===== src/rtl/arbiter_out_credit_pkg.sv =====
// Shared router definitions: one-hot direction encoding and credit defaults.
// Used by the output-side arbiter and its credit counter.
package arbiter_out_credit_pkg;

    localparam int DEF_CREDIT_W   = 2;
    localparam int DEF_CREDIT_MAX = 3;

    // Same one-hot encoding as the input-side arbiter.
    typedef enum logic [5:0] {
        IDLE  = 6'b000001,
        North = 6'b000010,
        East  = 6'b000100,
        West  = 6'b001000,
        South = 6'b010000,
        Local = 6'b100000
    } dir_t;

    function automatic dir_t idx2dir(input logic [2:0] i);
        dir_t d;
        case (i)
            3'd0:    d = North;
            3'd1:    d = East;
            3'd2:    d = West;
            3'd3:    d = South;
            3'd4:    d = Local;
            default: d = IDLE;
        endcase
        return d;
    endfunction

endpackage


===== src/rtl/arbiter_out_credit_credit_counter.sv =====
// Downstream credit tracker for one output port.
// Sticky error flags a credit returned while already full.
module credit_counter
    import arbiter_out_credit_pkg::*;
#(
    parameter int CREDIT_W   = DEF_CREDIT_W,
    parameter int CREDIT_MAX = DEF_CREDIT_MAX
) (
    input  logic                clk,
    input  logic                reset,
    input  logic                credit_in,
    input  logic                grant_any,
    output logic [CREDIT_W-1:0] credit_cnt,
    output logic                credit_err
);

    localparam logic [CREDIT_W-1:0] L_MAX = CREDIT_W'(CREDIT_MAX);

    logic [CREDIT_W-1:0] r_cnt;
    logic                r_err;

    always_ff @(posedge clk or negedge reset) begin
        if (!reset) begin
            r_cnt <= L_MAX;
            r_err <= 1'b0;
        end else if (credit_in && !grant_any) begin
            if (r_cnt == L_MAX) begin
                r_err <= 1'b1;
            end else begin
                r_cnt <= r_cnt + 1'b1;
            end
        end else if (!credit_in && grant_any) begin
            r_cnt <= r_cnt - 1'b1;
        end
    end

    assign credit_cnt = r_cnt;
    assign credit_err = r_err;

endmodule


===== src/rtl/arbiter_out_credit.sv =====
// Output-port arbiter: rotating-priority owner FSM with credit-gated,
// zero-latency one-hot grants.
module arbiter_out_credit
    import arbiter_out_credit_pkg::*;
#(
    parameter int CREDIT_W   = DEF_CREDIT_W,
    parameter int CREDIT_MAX = DEF_CREDIT_MAX
) (
    input  logic                clk,
    input  logic                reset,
    input  logic                X_N_Y,
    input  logic                X_E_Y,
    input  logic                X_W_Y,
    input  logic                X_S_Y,
    input  logic                X_L_Y,
    input  logic                credit_in,
    output logic                grant_Y_N,
    output logic                grant_Y_E,
    output logic                grant_Y_W,
    output logic                grant_Y_S,
    output logic                grant_Y_L,
    output logic [CREDIT_W-1:0] credit_cnt,
    output logic                credit_err
);

    dir_t       r_state;
    dir_t       w_next;
    logic [4:0] w_req;
    logic [2:0] w_start;
    logic [3:0] w_sum;
    logic [2:0] w_idx;
    logic       w_found;
    logic       w_ok;
    logic       w_grant_any;

    assign w_req = {X_L_Y, X_S_Y, X_W_Y, X_E_Y, X_N_Y};

    always_ff @(posedge clk or negedge reset) begin
        if (!reset) begin
            r_state <= IDLE;
        end else begin
            r_state <= w_next;
        end
    end

    // Current owner heads the priority list; invalid codes behave as Local.
    always_comb begin
        w_start = 3'd4;
        case (r_state)
            IDLE, North: w_start = 3'd0;
            East:        w_start = 3'd1;
            West:        w_start = 3'd2;
            South:       w_start = 3'd3;
            default:     w_start = 3'd4;
        endcase
    end

    always_comb begin
        w_next  = r_state;
        w_found = 1'b0;
        w_sum   = 4'd0;
        w_idx   = 3'd0;
        for (int k = 0; k < 5; k++) begin
            w_sum = {1'b0, w_start} + 4'(k);
            w_idx = (w_sum >= 4'd5) ? 3'(w_sum - 4'd5) : w_sum[2:0];
            if (!w_found && w_req[w_idx]) begin
                w_found = 1'b1;
                w_next  = idx2dir(w_idx);
            end
        end
    end

    assign w_ok = reset && (credit_cnt != '0);

    assign grant_Y_N = w_ok && X_N_Y && (w_next == North);
    assign grant_Y_E = w_ok && X_E_Y && (w_next == East);
    assign grant_Y_W = w_ok && X_W_Y && (w_next == West);
    assign grant_Y_S = w_ok && X_S_Y && (w_next == South);
    assign grant_Y_L = w_ok && X_L_Y && (w_next == Local);

    assign w_grant_any = grant_Y_N | grant_Y_E | grant_Y_W
                       | grant_Y_S | grant_Y_L;

    credit_counter #(
        .CREDIT_W   (CREDIT_W),
        .CREDIT_MAX (CREDIT_MAX)
    ) u_credit (
        .clk        (clk),
        .reset      (reset),
        .credit_in  (credit_in),
        .grant_any  (w_grant_any),
        .credit_cnt (credit_cnt),
        .credit_err (credit_err)
    );

endmodule

===== config.mk =====
export PLATFORM = sky130hd
export DESIGN_NAME = arbiter_out_credit
export DESIGN_NICKNAME = d
export VERILOG_FILES = /design/src/rtl/arbiter_out_credit_pkg.sv /design/src/rtl/arbiter_out_credit_credit_counter.sv /design/src/rtl/arbiter_out_credit.sv
export SDC_FILE = /design/constraint.sdc
export NUM_CORES = 1
export LEC_CHECK = 0
export CELL_PAD_IN_SITES_DETAIL_PLACEMENT = 1
export CELL_PAD_IN_SITES_GLOBAL_PLACEMENT = 1
export CORE_MARGIN = 5
export CORE_UTILIZATION = 42
export CTS_CLUSTER_SIZE = 40
export DETAILED_ROUTE_END_ITERATION = 12
export GPL_TIMING_DRIVEN = 0
export PLACE_DENSITY_LB_ADDON = 0.1
export SLEW_MARGIN = 10
export SYNTH_ARGS = -nofsm -noshare
export SYNTH_HDL_FRONTEND = slang
export SYNTH_SLANG_ARGS = --single-unit

===== constraint.sdc =====
create_clock -name clk -period 6.14 [get_ports clk]
set_input_delay 1.228 -clock clk [delete_from_list [all_inputs] [get_ports clk]]
set_output_delay 1.228 -clock clk [all_outputs]
set_load 0.01 [all_outputs]

== Word level (Yosys, flattened, before mapping) ==
Index checks and enable logic that the tools add are counted.

* Add/sub/neg operators: 11
* Magnitude comparators: 10
* Shift operators: 0
* Reduce and logical (&&, ||, !) cells: 33
* Mux-type cells: 33
* Equal/unequal tests: 32
* Bitwise operators: 4
* Multiply operators: 0
* Divide/modulo/power cells: 0

{| class="wikitable"
|+ Operators with widths
! kind !! count
|-
| case mux 6 bit (5 select lines) || 5
|-
| equality test 3 x 2 -> 1 bit (second input constant) || 10
|-
| 2-to-1 mux 6 bit || 5
|-
| less-than comparator 3 x 4 -> 1 bit (second input constant) || 5
|-
| logical AND 1 bit || 17
|-
| greater-or-equal comparator 4 x 3 -> 1 bit (second input constant) || 4
|-
| binary-select mux 1 bit (select 3 bit) || 5
|-
| equality test 3 x 1 -> 1 bit (second input constant) || 5
|-
| equality test 3 bit (second input constant) || 5
|-
| zero test 3 bit || 5
|-
| 2-to-1 mux 3 bit || 5
|-
| subtractor 3 bit (second input constant) || 5
|-
| equality test 6 x 2 -> 1 bit (second input constant) || 2
|-
| equality test 6 x 3 -> 1 bit (second input constant) || 2
|-
| equality test 6 x 4 -> 1 bit (second input constant) || 2
|-
| equality test 6 x 5 -> 1 bit (second input constant) || 2
|-
| case mux 3 bit (4 select lines) || 1
|-
| 2-to-1 mux 1 bit || 9
|-
| adder 3 x 2 -> 4 bit (second input constant) || 2
|-
| equality test 6 x 1 -> 1 bit (second input constant) || 1
|-
| equality test 6 bit (second input constant) || 1
|-
| zero test 1 bit || 6
|-
| 2-to-1 mux 2 bit || 3
|-
| adder 3 x 1 -> 4 bit (second input constant) || 1
|-
| other kinds (10) || 15
|}

* Output and inout bits: 8
* ROM bits: 0
* Bits in writable memories: 0
* Word-level logic and storage cells: 126
* Input bits: 8
* Bits in latches: 0
* Memories: 0
* Register bits: 9

== Longest topological paths before layout ==
* Depth in word-level cells: 30
* Mapped depth: 18

== Cells and area by module ==
Synthesis repeated with hierarchy kept, for this count alone.

* Cells, all modules: 180
* Area, all modules: 1375.1 um^2

{| class="wikitable"
|+ Modules (own cells, without submodules)
! module !! times used !! cells an instance !! area an instance (um^2)
|-
| arbiter_out_credit || 1 || 166 || 1231.2
|-
| credit_counter || 1 || 14 || 143.9
|}

== Least setup slack after synthesis ==
Ideal clock, no wire load.

* Path kind: flip-flop to output port
* From: register r_state[0]
* To: output port grant_Y_S
* Buffers on the path: 3
* Arrival time: 3.670 ns
* Path slack: 1.242 ns
* Stages on the path, launching flop included: 17
* Data required time: 4.912 ns
* Path through: dfstp_2 > buf_6 > clkbuf_1 > nor4_1 > nand2_1 > ha_1 > clkbuf_1 > and2_1 > o2111ai_1 > nand3_1 > a211oi_2 > o21ai_2 > a221o_1 > o22ai_2 > nand2_1 > or4_4 > inv_1

* Word-level cells in the longest chain between the ends: 22

{| class="wikitable"
|+ Ends and longest elaborated chain
! element !! line !! text
|-
| start, declared || arbiter_out_credit.sv:26 || <nowiki>dir_t r_state;</nowiki>
|-
| start signal, assigned || arbiter_out_credit.sv:42 || <nowiki>r_state <= w_next;</nowiki>
|-
| equality test 6 x 1 -> 1 bit / equality test 6 x 2 -> 1 bit (equally long branches) || arbiter_out_credit.sv:49 || <nowiki>case (r_state)</nowiki>
|-
| OR reduction 2 bit || arbiter_out_credit.sv:49 ||
|-
| case mux 3 bit (4 select lines) (*) || arbiter_out_credit.sv:49 ||
|-
| parallel branches: the longest is 16 deep, another holds adder 3 x 1 -> 4 bit || - ||
|-
| 2-to-1 mux 6 bit (*) || arbiter_out_credit.sv:66 || <nowiki>if (!w_found && w_req[w_idx]) begin</nowiki>
|-
| via w_next[3] || arbiter_out_credit.sv:27 || <nowiki>dir_t w_next;</nowiki>
|-
| equality test 6 x 5 -> 1 bit (*) || arbiter_out_credit.sv:78 || <nowiki>assign grant_Y_S = w_ok && X_S_Y && (w_next == South);</nowiki>
|-
| logical AND 1 bit (*) || arbiter_out_credit.sv:78 ||
|-
| end, declared || arbiter_out_credit.sv:20 || <nowiki>output logic grant_Y_S,</nowiki>
|}

Mark *: on every way through the listed nets, which the timed path passes. The select of a mux whose other input is x is not followed.

== Worst setup path after layout ==
* From: input port X_N_Y
* To: output port grant_Y_S

* Word-level cells in the longest chain between the ends: 17

{| class="wikitable"
|+ Ends and longest elaborated chain
! element !! line !! text
|-
| start, declared || arbiter_out_credit.sv:11 || <nowiki>input logic X_N_Y,</nowiki>
|-
| binary-select mux 1 bit (select 3 bit) || arbiter_out_credit.sv:66 ||
|-
| 2-to-1 mux 1 bit (not written as such) || arbiter_out_credit.sv:66 ||
|-
| 2-to-1 mux 1 bit || arbiter_out_credit.sv:66 ||
|-
| zero test 1 bit || arbiter_out_credit.sv:66 ||
|-
| logical AND 1 bit || arbiter_out_credit.sv:66 ||
|-
| 2-to-1 mux 1 bit || arbiter_out_credit.sv:66 ||
|-
| zero test 1 bit || arbiter_out_credit.sv:66 ||
|-
| logical AND 1 bit || arbiter_out_credit.sv:66 ||
|-
| [... 2 more ...] || - ||
|-
| logical AND 1 bit || arbiter_out_credit.sv:66 ||
|-
| 2-to-1 mux 1 bit || arbiter_out_credit.sv:66 ||
|-
| zero test 1 bit || arbiter_out_credit.sv:66 ||
|-
| logical AND 1 bit || arbiter_out_credit.sv:66 ||
|-
| 2-to-1 mux 6 bit (*) || arbiter_out_credit.sv:66 ||
|-
| via w_next[1] || arbiter_out_credit.sv:27 ||
|-
| equality test 6 x 5 -> 1 bit (*) || arbiter_out_credit.sv:78 ||
|-
| logical AND 1 bit (*) || arbiter_out_credit.sv:78 ||
|}

The timed path passes the listed nets; every way through them passes the cells marked *. The select of a mux whose other input is x is not followed.

==> reports/metrics.cfg <==
[worst_hold_path]
hp-start=u_credit.credit_err$_DFFE_PN0P_
hold_end=u_credit.credit_err$_DFFE_PN0P_
worstHoldPathType=flop to flop
holdPathStages=1

[yosys]
synth-seq-area-share_pct=15.63
yosys_most_used_dff=dfrtp_1
synth_async_sr_flop_share_pct=100.0
synth_area_sq_mm=0.001465
syn_avg_cell_area_sq_um=7.437
synth.top_cell.area_share_pct=10.25
yosysTopAreaCell=dfrtp_1
syn_nets=206
ys_top_cells_by_area=dfrtp_1 10%, dfstp_2 5.4%, o21ai_0 4.4%
synth-seq-cells=9
synth_edf_count=0
synthCells=197
ys.warnings.count=0
yosysUniqueCellTypes=62

[final_layout]
nFillCells=444
final_nets=226
syn2layout_area_growth_pct=21.18
multi_input_area_sq_mm=0.001222
antenna_cells=0
final_common_cell=nor2_1
mostFrequentLayoutCells=15 x nor2_1, 14 x nand2_1, 13 x o21ai_0
drive_gt1_share_pct=18.52
stdcell_count=262
seq_area_sq_um=229.0

[sta]
timing.final.ws_setup_ps=122.6
finalHoldViolCount=0
rsz0062_at_grt=false
setup_viol_count_final=0
period_needed_ps=6017
finalCritPeriodShare_pct=98.00
fin_skew_ps=1.027
final_max_slew_viol_count=0
fmax_ghz=0.1662
tightest_slew_ps=854.6
maxSlewHeadroom_pct=42.90

[detailed_routing]
firstDrtPassIters=4
viasPerCell=6.469
routedWlPerCell_um=20.40
vias=1695
drt_iter0_drc=210
routed_wl_mm=5.344
drc_errors=0
detail-route-antenna-nets=0

[clocking]
htree_levels=1
postCtsHoldBufs=0
cts_made_buffers=3
cts_tree=done
clkTransAtPathRegs_ps=60
clock-sinks=9
worstSkewPairLatency_ps=250
clockBufferDepth=2
cts_root_buf=clkbuf_4

[critical_path]
r2r-start=r_state[0]$_DFF_PN1_
crit_family=buffers and inverters
critPathKind=input pin to primary output
worstSetupStartpointType=input pin
critical_path_depth=10
cp.arrival_ps=4790
worstPathCellList=clkdlybuf4s50_1, inv_1, mux2_2, a31oi_1, clkbuf_1, nand3_1, a32o_1, or4_4, inv_1, clkdlybuf4s50_1
path_buf_inv=5
end_kind=primary output
reg2reg_depth=15
cp.required_ps=4910
ff2ff_setup_slack_ps=1990
critPathSlowestCell=clkdlybuf4s50_1
r2r_end=u_credit.credit_err$_DFFE_PN0P_
critPathMaxStageDelay_ps=650
crit_fanout=10

[grt]
grt_pass1_wl_mm=8.880
use_met1_pct=30.76
grt_pass1_vias=1738
grt_use_met2_pct=36.12
top_usage_layer=met2
gr-usage-met3_pct=2.471
grt_overflow=0
antenna_found_initial=0
grt_usage_pct=22.13
grt_max_degree=11

[placed_design]
portBuffers=14
dp_slack_ps=-164.8
gp_congestion=0.9106
dpl.hpwl_mm=4.183
placed_cells=257

[floorplan]
die_w_um=69.07
num_rows=21
die-area_sq_mm=0.004770
ioPinCount=16
initial_utilization_pct=43.56
core_area_sq_mm=0.003363
die_y_um=69.07

[power_and_ir_drop]
power_density_mw_per_mm2=603.3
leakage_nw=0.6796
peakVddDrop_v=0.0002178

[status]
status=completed

[run]
maxCapViolCount=0

-- registers in the layout (all words and copies together) (netlist names) --
signal               count
u_credit.credit_err      1
r_state                  6
u_credit.credit_cnt      2
-- layer usage --
| layer | part of all wire [%] | up-vias |
|---|---|---|
| met4 | 2.1 | 0 |
| met5 | 0 | - |
| li1 | - | 805 |
| met3 | 6.1 | 11 |
| met2 | 48 | 65 |
| met1 | 44 | 814 |
-- Yosys cell counts (all sizes together), types with 5 or more instances --
library cell and count:
o21a 5, nor3 9, nand3 9, dfrtp 6, o211ai 8, buf 6
inv 6, a21oi 8, clkbuf 7, nor2 15, xor2 6, o21ai 17
nand2 14
-- what timing repair did --
item	4_1_cts	5_1_grt
gates resized for setup	7	10
endpoints found under the setup margin	2	2
buffers inserted	0	2
pin swaps	0	1
-- layout make-up --
class | count | share of cell area, %
multi-input cells | 169 | 68.85
well taps | 46 | 3.242
repair buffers | 16 | 8.809
flip-flops and latches | 9 | 12.90
inverters | 6 | 1.269
plain buffers | 12 | 3.383
clock inverters | 1 | 0.2819
clock buffers | 3 | 1.269
-- power by group --
part           internal (mW)  switching, mW  total (mW)
logic                  0.353          0.573       0.926
clock network         0.0240         0.0199      0.0439
registers             0.0818         0.0191       0.101
-- per-stage QoR --
step	hold WS, ps	area (sq um)	TNS, ps	utilization [%]	power, mW
3_3_place_gp	453.7	1663	-142.7	49.44	0.9215
4_1_cts	489.3	1718	0	51.08	1.015
3_5_place_dp	469.4	1663	-164.8	49.44	0.9420
2_1_floorplan	502.0	1465	0	-	0.7162
6_report	481.2	1775	0	52.79	1.071
5_1_grt	533.6	1775	0	52.79	1.157
-- worst max path at each step --
stage / start / endpoint / slack [ps]
2_1_floorplan: r_state[0]$_DFF_PN1_ / grant_Y_S / 1240
3_3_place_gp: X_S_Y / grant_Y_S / -140
3_5_place_dp: X_S_Y / grant_Y_S / -160
4_1_cts: r_state[0]$_DFF_PN1_ / grant_Y_S / 20
5_1_grt: X_N_Y / grant_Y_S / 20
6_report: X_N_Y / grant_Y_S / 120
-- kinds of logic after synthesis --
| group | count (synthesis) | synth area share, % |
|---|---|---|
| compound gates | 72 | 37.06 |
| xor+xnor | 7 | 4.185 |
| fa+ha+maj | 1 | 0.8538 |
| buf+inv | 19 | 5.807 |
| flops | 9 | 15.63 |
| mux | 5 | 3.587 |
| simple gates | 84 | 32.88 |
Power figures use the tool's default switching activity.
